### src/rtl/ahb_lite_des_master.sv
// AHB-Lite single-transfer master that runs one Triple-DES job on the slave:
// writes three keys, the data block and control, polls status, reads result.
module ahb_lite_des_master #(
    parameter logic [31:0] BASE_ADDR = 32'h0000_0000,
    parameter logic [31:0] KEY1_OFF  = 32'h00,
    parameter logic [31:0] KEY2_OFF  = 32'h08,
    parameter logic [31:0] KEY3_OFF  = 32'h10,
    parameter logic [31:0] DATA_OFF  = 32'h18,
    parameter logic [31:0] CTRL_OFF  = 32'h20,
    parameter logic [31:0] STAT_OFF  = 32'h28,
    parameter logic [31:0] RSLT_OFF  = 32'h30,
    parameter int unsigned POLL_MAX  = 64
) (
    input  logic        HCLK,
    input  logic        HRESET,
    input  logic        start,
    input  logic        encr_decr,
    input  logic [63:0] key1_in,
    input  logic [63:0] key2_in,
    input  logic [63:0] key3_in,
    input  logic [63:0] data_in,
    output logic        busy,
    output logic        done,
    output logic [63:0] result,
    output logic [1:0]  err,
    output logic [31:0] HADDR,
    output logic        HWRITE,
    output logic [1:0]  HTRANS,
    output logic [2:0]  HSIZE,
    output logic [2:0]  HBURST,
    output logic [3:0]  HPROT,
    output logic        HMASTLOCK,
    output logic [63:0] HWDATA,
    input  logic [63:0] HRDATA,
    input  logic        HREADY,
    input  logic        HRESP
);
    localparam logic [1:0] TR_IDLE   = 2'b00;
    localparam logic [1:0] TR_NONSEQ = 2'b10;

    typedef enum logic [2:0] {S_IDLE, S_ADDR, S_DATA, S_FIN, S_ERR} state_t;
    typedef enum logic [2:0] {WK1, WK2, WK3, WDAT, WCTL, RSTAT, RRES} step_t;

    state_t      state_q, state_d;
    step_t       step_q, step_d;
    logic [7:0]  poll_q, poll_d;
    logic [1:0]  err_q, err_d;
    logic [63:0] result_q, result_d;
    logic [31:0] haddr_q, haddr_d;
    logic        hwrite_q, hwrite_d;
    logic [63:0] hwdata_q, hwdata_d;
    logic        latch;

    // key1 is consumed in the very first address phase, so it goes straight
    // into the HWDATA register and needs no operand copy of its own.
    logic [63:0] key2_q, key3_q, data_q;
    logic        encr_q;

    function automatic logic [31:0] step_off(input step_t s);
        case (s)
            WK1:     return KEY1_OFF;
            WK2:     return KEY2_OFF;
            WK3:     return KEY3_OFF;
            WDAT:    return DATA_OFF;
            WCTL:    return CTRL_OFF;
            RSTAT:   return STAT_OFF;
            default: return RSLT_OFF;
        endcase
    endfunction

    // Next-state, step sequencing and address/data phase setup.
    always_comb begin
        state_d  = state_q;
        step_d   = step_q;
        poll_d   = poll_q;
        err_d    = err_q;
        result_d = result_q;
        haddr_d  = haddr_q;
        hwrite_d = hwrite_q;
        hwdata_d = hwdata_q;
        latch    = 1'b0;
        case (state_q)
            S_IDLE: if (start) begin
                state_d = S_ADDR;
                step_d  = WK1;
                poll_d  = '0;
                err_d   = 2'b00;
                latch   = 1'b1;
            end
            S_ADDR: state_d = S_DATA;
            S_DATA: begin
                // Any ERROR response aborts the job; the slave's second
                // response cycle is absorbed while we sit in S_ERR.
                if (HRESP) begin
                    err_d   = 2'b01;
                    state_d = S_ERR;
                end else if (HREADY) begin
                    case (step_q)
                        RSTAT: begin
                            if (HRDATA[0]) begin
                                step_d  = RRES;
                                state_d = S_ADDR;
                            end else if (poll_q + 8'd1 == 8'(POLL_MAX)) begin
                                poll_d  = poll_q + 8'd1;
                                err_d   = 2'b10;
                                state_d = S_ERR;
                            end else begin
                                poll_d  = poll_q + 8'd1;
                                state_d = S_ADDR;
                            end
                        end
                        RRES: begin
                            result_d = HRDATA;
                            state_d  = S_FIN;
                        end
                        default: begin
                            step_d  = step_t'(step_q + 3'd1);
                            state_d = S_ADDR;
                        end
                    endcase
                end
            end
            S_FIN, S_ERR: state_d = S_IDLE;
            default:      state_d = S_IDLE;
        endcase
        // Address, direction and write data are loaded once per transfer and
        // then held through the whole data phase, including wait states.
        if (state_d == S_ADDR) begin
            haddr_d  = BASE_ADDR + step_off(step_d);
            hwrite_d = (step_d != RSTAT) && (step_d != RRES);
            case (step_d)
                WK1:     hwdata_d = key1_in;
                WK2:     hwdata_d = key2_q;
                WK3:     hwdata_d = key3_q;
                WDAT:    hwdata_d = data_q;
                WCTL:    hwdata_d = {62'b0, encr_q, 1'b1};
                default: hwdata_d = '0;
            endcase
        end
    end

    // State, bus and status registers.
    always_ff @(posedge HCLK or negedge HRESET) begin
        if (!HRESET) begin
            state_q  <= S_IDLE;
            step_q   <= WK1;
            poll_q   <= '0;
            err_q    <= 2'b00;
            result_q <= '0;
            haddr_q  <= '0;
            hwrite_q <= 1'b0;
            hwdata_q <= '0;
        end else begin
            state_q  <= state_d;
            step_q   <= step_d;
            poll_q   <= poll_d;
            err_q    <= err_d;
            result_q <= result_d;
            haddr_q  <= haddr_d;
            hwrite_q <= hwrite_d;
            hwdata_q <= hwdata_d;
        end
    end

    // Job operands captured when a job is accepted.
    always_ff @(posedge HCLK or negedge HRESET) begin
        if (!HRESET) begin
            key2_q <= '0;
            key3_q <= '0;
            data_q <= '0;
            encr_q <= 1'b0;
        end else if (latch) begin
            key2_q <= key2_in;
            key3_q <= key3_in;
            data_q <= data_in;
            encr_q <= encr_decr;
        end
    end

    assign busy      = (state_q == S_ADDR) || (state_q == S_DATA);
    assign done      = (state_q == S_FIN) || (state_q == S_ERR);
    assign result    = result_q;
    assign err       = err_q;
    assign HADDR     = haddr_q;
    assign HWRITE    = hwrite_q;
    assign HWDATA    = hwdata_q;
    assign HTRANS    = (state_q == S_ADDR) ? TR_NONSEQ : TR_IDLE;
    assign HSIZE     = 3'b011;
    assign HBURST    = 3'b000;
    assign HPROT     = 4'b0011;
    assign HMASTLOCK = 1'b0;

endmodule
### config.mk
export PLATFORM = sky130hd
export DESIGN_NAME = ahb_lite_des_master
export DESIGN_NICKNAME = d
export VERILOG_FILES = /design/src/rtl/ahb_lite_des_master.sv
export SDC_FILE = /design/constraint.sdc
export NUM_CORES = 1
export LEC_CHECK = 0
export ABC_AREA = 0
export CAP_MARGIN = 40
export CORE_MARGIN = 10
export CORE_UTILIZATION = 50
export DETAILED_ROUTE_END_ITERATION = 8
export GPL_TIMING_DRIVEN = 0
export PLACE_DENSITY = 0.86
export SLEW_MARGIN = 0
export SYNTH_ARGS = -nofsm -noshare
export SYNTH_HDL_FRONTEND = slang
export SYNTH_SLANG_ARGS = --single-unit
export TNS_END_PERCENT = 1
### constraint.sdc
create_clock -name HCLK -period 6.6 [get_ports HCLK]
set_input_delay 0.66 -clock HCLK [delete_from_list [all_inputs] [get_ports HCLK]]
set_output_delay 0.66 -clock HCLK [all_outputs]
set_load 0.1 [all_outputs]
==> impl_metrics.csv <==
group,metric,value,unit
cts,clock_tree.root_cell,"sky130_fd_sc_hd__clkbuf_16",
critical_path,slowest_stage,"sky130_fd_sc_hd__clkdlybuf4s50_1",
critical_path,reg2regPathDepth,9,
finish,final_design_area_no_fill,25300,um2
timing,period_share,0.530,
cts,cts_setup_buffers,0,
timing,rsz0062_at_grt,"no",
logic_synthesis,muxShareOfSynthArea,0.315,
timing,finalSetupTns,0,ns
cts,cts.hold.buffers_added,0,
routing,vias,12818,
placed_design,io_buffers,462,
logic_synthesis,yosys.area_share.simple,0.0221,
routing,drt_first_iter_violations,1045,
grt,initial_antenna_violation_count,19,
power,vdd_drop_max,0.540,mV
cts,worst_skew_pair.late_latency,0.53,ns
critical_path,critical-path-max-stage-delay,0.63,ns
logic_synthesis,syn_avg_cell_area,14.0,um2
critical_path,critical_path_class,"in -> reg",
outcome,outcome,"finished clean",
logic_synthesis,post_synth_num_cell_types,57,
power,part_of_the_power_in_registers,0.284,
routing,routedWlPerCell,29.1,um
hold_path,worst_hold_path_type,"in -> async",
floorplan,floorplan.die.height,195,um
routing,post_drt_via_cell_ratio,5.77,
power,leakagePower,0.0112,uW
power,power_density,488,nW/um2
logic_synthesis,synth_sequential_area_ratio,0.554,
critical_path,critPathMaxFanout,10,
cts,cts_buffers,38,
critical_path,timing.critical_path.cells,"clkdlybuf4s50_1, nor2b_1, a31oi_1, a31oi_1, buf_2, buf_2, mux2i_1, o22ai_1, mux2_2",
logic_synthesis,synth_edf_count,0,
routing,drtAntennaViolNets,0,
timing,final_min_period,3.50,ns
critical_path,worst-endpoint-required,7.00,ns
power,p_comb_frac,0.529,
critical_path,timing.reg2reg.setup_slack,3.12,ns
floorplan,std_cell_rows,64,
critical_path,worstPathArrival,3.90,ns
grt,grt_pass1_vias,14580,
finish,final_core_util,0.829,
grt,pin_count_of_the_biggest_net_entering_global_routing,103,
logic_synthesis,synth-adder-area-share,0.00406,
routing,drc,0,
power,sw_frac_of_total,0.412,
timing,slew-limit-headroom,0.408,
cts,cts_max_level,2,
power,netSwitchingPower,5080,uW
floorplan,placeableCoreArea,30500,um2
placed_design,dp_hpwl,46400,um
critical_path,startpoint_kind_of_the_worst_setup_timing_path,"primary input",
logic_synthesis,async_flop_share,1.00,
routing,totalWireLength,64600,um
logic_synthesis,synth-xor-area-share,0.00171,
timing,finalMaxSlewViolations,0,
logic_synthesis,synth-seq-cells,341,
logic_synthesis,dominant_combinational_cell_family_by_area_after_synthesis,"multiplexers",
cts,ctsResizeCount,0,
floorplan,top_level_ports,504,
cts,clk_pin_slew,0.07,ns
cts,clock_sink_count,341,
critical_path,worstSetupEndpointType,"register",
placed_design,place_worst_setup_slack,2.79,ns
critical_path,r2r_end,"HWDATA[51]",
finish,area_growth,64.3,%
finish,mostFrequentLayoutCells,"461 x sky130_fd_sc_hd__clkdlybuf4s50_1, 341 x sky130_fd_sc_hd__dfrtp_1, 312 x sky130_fd_sc_hd__mux2_2",
power,p_clk_frac,0.187,
timing,fmax,286,MHz
floorplan,die_area,38200,um2
placed_design,dpl-instance-area,23900,um2
logic_synthesis,syn_inst,1103,
cts,cts_buffer_depth,3,
routing,drtPass1Iterations,7,
power,internal-power,7260,uW
grt,grt_pass1_wl,94300,um
timing,tightestPinTransition,0.888,ns
grt,gr-total-overflow,0,
logic_synthesis,syn-cell-area,15400,um2
timing,setup-violations-final,0,
job,max_cap_violations,0,
critical_path,timing.rr.start,"state_q[0]",
timing,hold_viol,0,
finish,final_common_cell,"sky130_fd_sc_hd__clkdlybuf4s50_1",
finish,final_net_count,2115,
floorplan,width_of_the_die,195,um
finish,drive_above_1_share,0.333,
timing,clock_skew,0.0268,ns
floorplan,start_util,0.504,
logic_synthesis,synth_ff_type,"sky130_fd_sc_hd__dfrtp_1",
placed_design,place_congestion,0.857,
timing,worst_slack,3.10,ns
grt,gr-usage-all-layers,0.323,
logic_synthesis,ys_warn_count,0,
logic_synthesis,synth-compound-area-share,0.0558,
cts,cts_tree,"built",
timing,fin_worst_hold_slack,0.121,ns
-- flip-flops by register name, summed over array words and instances (netlist names) --
name and flops:
HWDATA 64, data_q 64, key2_q 64, key3_q 64, result 64, poll_q 8, HADDR 3, state_q 3
step_q 3, err 2, HWRITE 1, encr_q 1
-- through the flow --
stage               power (uW)  cells
floorplan                 7060   1142
global placement          8390   2000
detailed placement        9850   2140
CTS                      12300   2205
global route             12700   2222
finish                   12300   2222
-- power groups by stage --
stage / Clock [uW] / Sequential, uW / Combinational [uW]
after CTS: 2310 / 3480 / 6520
after detailed placement: 0 / 3460 / 6400
final: 2300 / 3510 / 6530
after floorplan: 0 / 4780 / 2280
after global placement: 0 / 3380 / 5010
after global routing: 2380 / 3570 / 6740
-- routing by layer --
metal | vias to the layer above | part of all wire | global-route usage
met5 | - | 0.00019 | 0
met4 | 2 | 0.059 | 0.190
met3 | 246 | 0.079 | 0.0836
met2 | 772 | 0.52 | 0.565
met1 | 6467 | 0.34 | 0.346
li1 | 5331 | - | -
-- cell type report --
| type | count | area [um2] |
|---|---|---|
| sequential | 341 | 8530 |
| clock buffer | 49 | 1020 |
| fill | 1474 | 5220 |
| inverter | 7 | 26.3 |
| clock inverter | 16 | 284 |
| antenna | 17 | 42.5 |
| buffer | 111 | 682 |
| tap | 396 | 495 |
| multi-input combinational | 683 | 6300 |
| timing repair buffer | 602 | 7910 |
-- worst max path at each step --
stage,startpoint,slack (ns),endpoint,cells past startpoint
final,HREADY,3.10,HWDATA[51],9
after global placement,HRESET,-9.93,key2_q[1],1
after detailed placement,HREADY,2.79,HWDATA[47],9
after global routing,state_q[0],2.98,HWDATA[51],9
after CTS,HREADY,3.22,HWDATA[51],9
after floorplan,state_q[2],3.20,HTRANS[1],2
-- critical path, delay by kind of cell --
kind,cells,cell delay (ns)
AND/OR/NAND/NOR,1,0.45
buffers and inverters,3,1.50
AO/OA/AOI/OAI,3,0.59
multiplexers,2,0.68
-- cells in the mapped netlist (2+ instances only) --
library cell | n | area [um2]
sky130_fd_sc_hd__a211o_1 | 2 | 17.5
sky130_fd_sc_hd__a21oi_1 | 10 | 50.1
sky130_fd_sc_hd__a22o_1 | 17 | 149
sky130_fd_sc_hd__a31o_2 | 2 | 17.5
sky130_fd_sc_hd__a31oi_1 | 6 | 37.5
sky130_fd_sc_hd__and2_1 | 2 | 12.5
sky130_fd_sc_hd__and4_1 | 2 | 17.5
sky130_fd_sc_hd__buf_1 | 5 | 18.8
sky130_fd_sc_hd__buf_2 | 31 | 155
sky130_fd_sc_hd__buf_4 | 42 | 315
sky130_fd_sc_hd__buf_6 | 9 | 101
sky130_fd_sc_hd__clkbuf_1 | 23 | 86.3
sky130_fd_sc_hd__conb_1 | 2 | 7.51
sky130_fd_sc_hd__dfrtp_1 | 341 | 8530
sky130_fd_sc_hd__ha_1 | 5 | 62.6
sky130_fd_sc_hd__inv_1 | 7 | 26.3
sky130_fd_sc_hd__mux2_2 | 312 | 3510
sky130_fd_sc_hd__mux2i_1 | 134 | 1340
sky130_fd_sc_hd__nand2_1 | 13 | 48.8
sky130_fd_sc_hd__nand2b_1 | 4 | 25.0
sky130_fd_sc_hd__nand3_1 | 3 | 15.0
sky130_fd_sc_hd__nand4_1 | 4 | 25.0
sky130_fd_sc_hd__nor2_1 | 8 | 30.0
sky130_fd_sc_hd__nor3_1 | 4 | 20.0
sky130_fd_sc_hd__nor4b_1 | 2 | 17.5
sky130_fd_sc_hd__o21a_1 | 3 | 22.5
sky130_fd_sc_hd__o21ai_0 | 22 | 110
sky130_fd_sc_hd__o22ai_1 | 55 | 344
sky130_fd_sc_hd__o31ai_1 | 2 | 15.0
sky130_fd_sc_hd__or2_2 | 2 | 12.5
sky130_fd_sc_hd__or3_1 | 2 | 12.5
sky130_fd_sc_hd__xnor2_1 | 2 | 17.5
-- cell families after synthesis --
| family | after synthesis |
|---|---|
| simple gates | 58 |
| compound gates | 130 |
| buf+inv | 118 |
| fa+ha+maj | 5 |
| other cells | 2 |
| xor+xnor | 3 |
| flops | 341 |
| mux | 446 |
Power figures use the tool's default switching activity.
